--- src/rtl/partial_product_generator.sv ---
// rtl/partial_product_generator.sv - serial multiply partial-product producer
//
// Streams DATA_WIDTH unshifted partial products, LSB-first, for one captured
// multiplicand/multiplier pair. A one-cycle acc_clear strobe precedes each
// stream so the downstream accumulator restarts without a global reset.
//
// Ports:
//   clk                    in   rising-edge clock
//   reset                  in   asynchronous active-high reset
//   start                  in   request a multiply (sampled only in IDLE)
//   multiplicand           in   operand A, captured on accepted start
//   multiplier             in   operand B, captured on accepted start
//   pp_ready               in   downstream accept for the current item
//   acc_clear              out  one-cycle strobe before the first item
//   partial_product        out  current partial product (0 when not valid)
//   partial_product_valid  out  partial_product is valid
//   pp_overflow            out  sticky: negated MSB item not representable
//   busy                   out  high in every state except IDLE
//   done                   out  one-cycle pulse after the last item
//
// Configuration macro: PPG_SIGNED_EN
//   defined   - two's-complement operands; MSB item is -A when B[MSB] = 1,
//               pp_overflow flags A = 100..0
//   undefined - unsigned operands; MSB item is A, pp_overflow tied to 0

module partial_product_generator #(
    parameter int DATA_WIDTH = 16
) (
    input  logic                  clk,
    input  logic                  reset,
    input  logic                  start,
    input  logic [DATA_WIDTH-1:0] multiplicand,
    input  logic [DATA_WIDTH-1:0] multiplier,
    input  logic                  pp_ready,
    output logic                  acc_clear,
    output logic [DATA_WIDTH-1:0] partial_product,
    output logic                  partial_product_valid,
    output logic                  pp_overflow,
    output logic                  busy,
    output logic                  done
);

    localparam int KW = $clog2(DATA_WIDTH) + 1;
    localparam logic [KW-1:0] K_LAST = KW'(DATA_WIDTH - 1);

    typedef enum logic [1:0] {
        S_IDLE,
        S_CLEAR,
        S_EMIT,
        S_DONE
    } state_t;

    state_t                state_q, state_d;
    logic [DATA_WIDTH-1:0] a_q, a_d;
    logic [DATA_WIDTH-1:0] b_q, b_d;
    logic [KW-1:0]         k_q, k_d;
    logic                  acc_clear_q, acc_clear_d;
    logic [DATA_WIDTH-1:0] pp_q, pp_d;
    logic                  pp_valid_q, pp_valid_d;
    logic                  busy_q, busy_d;
    logic                  done_q, done_d;
    logic                  ovf_q, ovf_d;

    // Partial product for bit index k of the captured multiplier. Only the
    // MSB item differs between the unsigned and two's-complement builds.
    function automatic logic [DATA_WIDTH-1:0] pp_at(
        input logic [DATA_WIDTH-1:0] a,
        input logic [DATA_WIDTH-1:0] b,
        input logic [KW-1:0]         k
    );
        logic [DATA_WIDTH-1:0] r;
        r = '0;
        if (b[k[KW-2:0]]) begin
`ifdef PPG_SIGNED_EN
            if (k == K_LAST) begin
                r = '0 - a;
            end else begin
                r = a;
            end
`else
            r = a;
`endif
        end
        return r;
    endfunction

    // Overflow condition of the MSB item: negating the most negative value
    // wraps back onto itself.
    function automatic logic msb_overflow(
        input logic [DATA_WIDTH-1:0] a,
        input logic [DATA_WIDTH-1:0] b
    );
        return b[DATA_WIDTH-1] && (a == {1'b1, {(DATA_WIDTH-1){1'b0}}});
    endfunction

    always_comb begin
        state_d     = state_q;
        a_d         = a_q;
        b_d         = b_q;
        k_d         = k_q;
        acc_clear_d = 1'b0;
        pp_d        = '0;
        pp_valid_d  = 1'b0;
        done_d      = 1'b0;
        ovf_d       = ovf_q;

        unique case (state_q)
            S_IDLE: begin
                if (start) begin
                    a_d         = multiplicand;
                    b_d         = multiplier;
                    k_d         = '0;
                    ovf_d       = 1'b0;
                    acc_clear_d = 1'b1;
                    state_d     = S_CLEAR;
                end
            end
            S_CLEAR: begin
                // Pre-load item 0 so it is on the output the cycle EMIT begins.
                pp_valid_d = 1'b1;
                pp_d       = pp_at(a_q, b_q, '0);
`ifdef PPG_SIGNED_EN
                if (K_LAST == '0 && msb_overflow(a_q, b_q)) begin
                    ovf_d = 1'b1;
                end
`endif
                state_d    = S_EMIT;
            end
            S_EMIT: begin
                if (pp_ready) begin
                    if (k_q == K_LAST) begin
                        done_d  = 1'b1;
                        state_d = S_DONE;
                    end else begin
                        // Outputs are registered, so the next item is
                        // computed from the incremented index.
                        k_d        = k_q + 1'b1;
                        pp_valid_d = 1'b1;
                        pp_d       = pp_at(a_q, b_q, k_q + 1'b1);
`ifdef PPG_SIGNED_EN
                        if ((k_q + 1'b1) == K_LAST && msb_overflow(a_q, b_q)) begin
                            ovf_d = 1'b1;
                        end
`endif
                    end
                end else begin
                    pp_valid_d = 1'b1;
                    pp_d       = pp_q;
                end
            end
            S_DONE: begin
                state_d = S_IDLE;
            end
            default: begin
                state_d = S_IDLE;
            end
        endcase

        busy_d = (state_d != S_IDLE);
    end

    always_ff @(posedge clk or posedge reset) begin
        if (reset) begin
            state_q     <= S_IDLE;
            a_q         <= '0;
            b_q         <= '0;
            k_q         <= '0;
            acc_clear_q <= 1'b0;
            pp_q        <= '0;
            pp_valid_q  <= 1'b0;
            busy_q      <= 1'b0;
            done_q      <= 1'b0;
            ovf_q       <= 1'b0;
        end else begin
            state_q     <= state_d;
            a_q         <= a_d;
            b_q         <= b_d;
            k_q         <= k_d;
            acc_clear_q <= acc_clear_d;
            pp_q        <= pp_d;
            pp_valid_q  <= pp_valid_d;
            busy_q      <= busy_d;
            done_q      <= done_d;
            ovf_q       <= ovf_d;
        end
    end

    assign acc_clear             = acc_clear_q;
    assign partial_product       = pp_q;
    assign partial_product_valid = pp_valid_q;
    assign busy                  = busy_q;
    assign done                  = done_q;
`ifdef PPG_SIGNED_EN
    assign pp_overflow           = ovf_q;
`else
    assign pp_overflow           = 1'b0;
`endif

endmodule

--- config.mk ---
export PLATFORM = sky130hd
export DESIGN_NAME = partial_product_generator
export DESIGN_NICKNAME = d
export VERILOG_FILES = /design/src/rtl/partial_product_generator.sv
export SDC_FILE = /design/constraint.sdc
export NUM_CORES = 1
export LEC_CHECK = 0
export BUFFER_PORTS_ARGS = -buffer_cell sky130_fd_sc_hd__buf_2
export CAP_MARGIN = 20
export CORE_ASPECT_RATIO = 1.2
export CORE_UTILIZATION = 55
export CTS_BUF_LIST = sky130_fd_sc_hd__clkbuf_4
export CTS_CLUSTER_DIAMETER = 100
export DETAILED_ROUTE_END_ITERATION = 8
export GPL_TIMING_DRIVEN = 0
export PLACE_DENSITY = 0.8
export SYNTH_ARGS = -nofsm -noshare
export SYNTH_HDL_FRONTEND = slang
export SYNTH_SLANG_ARGS = --single-unit
export TNS_END_PERCENT = 20
--- constraint.sdc ---
create_clock -name clk -period 3.1 [get_ports clk]
set_clock_uncertainty 0.2 [all_clocks]
set_input_delay 0.155 -clock clk [delete_from_list [all_inputs] [get_ports clk]]
set_output_delay 0.155 -clock clk [all_outputs]
set_load 0.02 [all_outputs]
==> metrics.yaml <==
slew_headroom_pct: 56.2
period_needed_ns: 2.67
cts_buffers: 9
drv_slew: 0
ys_seq_area_share_pct: 55.4
cp-end-kind: "register"
wire_per_inst_um: 14.9
synth-seq-cells: 59
fillers: 297
dr.pass1.iters: 4
p_per_area_nw_per_um2: 942
clk_latency_ns: 0.40
p_comb_share_pct: 44.7
rsz0062_at_grt: "false"
drt-vias-per-instance: 5.50
core_area_um2: 4630
ant_nets: 0
multi_input_area_um2: 1100
fin_crit_sh_pct: 86.1
synth_cells: 209
synth_nets: 250
leakage_nw: 1.64
grt_util_all_layers_pct: 24.8
crit_arrival_ns: 2.75
io_pins: 57
p_switching_mw: 1.28
cts_tree: "yes"
drt_iter0_markers: 152
place_inst: 323
diodes: 0
die-area_um2: 5130
seqPwrFrac_pct: 39.8
crit_fanout: 10
grt_remaining_overflow: 0
ys_warn_count: 0
dp_hpwl_um: 3650
postCtsSetupBuffers: 0
antenna_found_initial: 0
drv_cap: 0
crit_type: "reg -> reg"
fin_tns_setup_ns: 0
switching_share_pct: 38.6
hold_viol_final: 0
crit_required_ns: 3.18
fin_cells: 373
ir_drop_mv: 0.546
grt_pass1_wl_um: 9250
worstMarginPinSlew_ns: 0.656
rows: 27
vias: 2051
drive_above_1_share_pct: 39.0
clk_pin_slew_ns: 0.09
syn_avg_cell_area_um2: 12.8
ys_types: 36
synthToLayoutAreaGrowth_pct: 31.6
die_x_um: 65.6
p_int_mw: 2.03
hp-class: "in -> async"
port_buffers: 55
clock_path_buffers: 2
drt_wl_total_um: 5560
start_kind: "register"
grt_max_degree: 31
grt_pass1_vias: 2088
power.share.clock_pct: 15.5
netlist_area_um2: 2670
nets: 352
max_freq_ghz: 0.375
route.detailed.drc: 0
globalplace.congestion: 0.823
seq_area_um2: 1480
root_buffer: "clkbuf_4"
setup_viol: 0
status: "complete, no violations"
htree_levels: 3
die_y_um: 78.3
clkSinkCount: 59
start_util_pct: 57.6
## Yosys cell counts (all sizes together)
master | n | area [um^2]
nand2 | 23 | 86.3
a32oi | 16 | 140
inv | 6 | 22.5
nand2b | 2 | 12.5
or3 | 1 | 6.26
or2 | 1 | 6.26
dfrtp | 59 | 1480
mux2 | 34 | 387
mux2i | 2 | 20.0
nor3 | 1 | 5.00
nor2b | 3 | 18.8
nor2 | 2 | 7.51
ha | 5 | 62.6
nand3b | 1 | 7.51
nor3b | 1 | 12.5
conb | 1 | 3.75
o31ai | 1 | 7.51
and3 | 2 | 13.8
xor2 | 1 | 8.76
o21ai | 22 | 148
a211o | 1 | 8.76
mux4 | 3 | 71.3
a22o | 1 | 8.76
buf | 6 | 43.8
clkbuf | 6 | 22.5
nand3 | 2 | 10.0
xnor2 | 2 | 17.5
a21oi | 4 | 31.3
## metal layers
| layer | part of all wire, % | up-vias | GRT usage [%] | wire, um |
|---|---|---|---|---|
| met1 | 41 | 1001 | 29.2 | 2280 |
| li1 | - | 968 | - | - |
| met3 | 5.1 | 15 | 7.56 | 285 |
| met5 | 0 | - | 0 | 0 |
| met2 | 51 | 67 | 40.6 | 2830 |
| met4 | 2.9 | 0 | 12.2 | 162 |
## state kept, by name, summed over array words and instances, names as in the netlist
name / cells
state_q: 2
done: 1
partial_product: 16
b_q: 16
partial_product_valid: 1
busy: 1
k_q: 5
acc_clear: 1
a_q: 16
## timing repair
item                                   4_1_cts  5_1_grt
endpoints found under the hold margin       65        0
resized for setup                            0        0
hold buffers                                35        0
## area by class of cell
type,count,share of cell area [%]
sequential,59,42.1
multi-input combinational,132,31.4
tap,58,2.07
inverter,6,0.642
clock buffer,11,2.35
clock inverter,4,1.21
timing repair buffer,91,18.4
buffer,12,1.89
## per-stage QoR
stage | total power [mW] | hold WS (ns) | worst slack (ns) | area (um^2) | utilization (%)
final | 3.31 | 0.200 | 0.432 | 3510 | 75.8
after global routing | 3.53 | 0.237 | 0.317 | 3510 | 75.8
after CTS | 3.31 | 0.180 | 0.444 | 3510 | 75.8
after detailed placement | 2.76 | 0.0742 | 0.465 | 3030 | 65.6
after global placement | 2.71 | 0.186 | 0.498 | 3010 | 65.1
after floorplan | 2.38 | 0.106 | 0.685 | 2670 | -
## logic make-up after synthesis
| family | share of synthesized area, % |
|---|---|
| xor gates and xnor gates | 0.986 |
| buffers and inverters | 3.33 |
| AOI/OAI and AO/OA | 12.9 |
| DFF | 55.4 |
| other | 0.141 |
| adders and majority gates | 2.35 |
| muxes | 17.9 |
| and+or+nand+nor | 6.99 |
## power groups by stage
| stage | clock network (mW) | logic [mW] | registers (mW) |
|---|---|---|---|
| floorplan | 0 | 0.984 | 1.39 |
| global placement | 0 | 1.40 | 1.31 |
| detailed placement | 0 | 1.44 | 1.33 |
| CTS | 0.525 | 1.48 | 1.31 |
| global route | 0.557 | 1.62 | 1.35 |
| finish | 0.514 | 1.48 | 1.32 |
## cell usage in the layout (no fill, tap or decap), types with 2 or more instances in the layout
master         instances
nand3_1                2
o21ai_0               12
dfrtp_1               59
nand2b_1               2
nor2_1                 2
clkbuf_4              11
buf_12                 2
inv_1                  5
a32oi_1               16
xnor2_1                2
ha_1                   5
mux4_2                 2
clkinv_1               2
clkbuf_1               6
o21ai_2               10
buf_2                 56
dlygate4sd3_1         35
nand2_1               23
buf_1                  3
mux2i_1                2
nor2b_1                3
a21oi_1                3
mux2_2                33
## critical path, stage by stage (launching register included)
cell,delay [ns]
dfrtp_1,0.39
ha_1,0.27
xnor2_1,0.34
mux4_2,0.55
mux2_4,0.29
a21oi_4,0.27
buf_12,0.18
o21ai_2,0.06
## worst paths after layout
kind	from	endpoint	slack, ns	cells past startpoint
worst max-delay path	k_q[0]	partial_product[15]	0.43	7
worst min-delay path	reset	a_q[15]	0.20	3
worst max register to register	k_q[0]	partial_product[15]	0.43	7
worst min register to register	k_q[4]	k_q[4]	0.29	2
max in group asynchronous	reset	b_q[13]	1.92	4
min in group clk	k_q[4]	k_q[4]	0.29	2
Note: power is estimated with default switching activity, not from simulation.
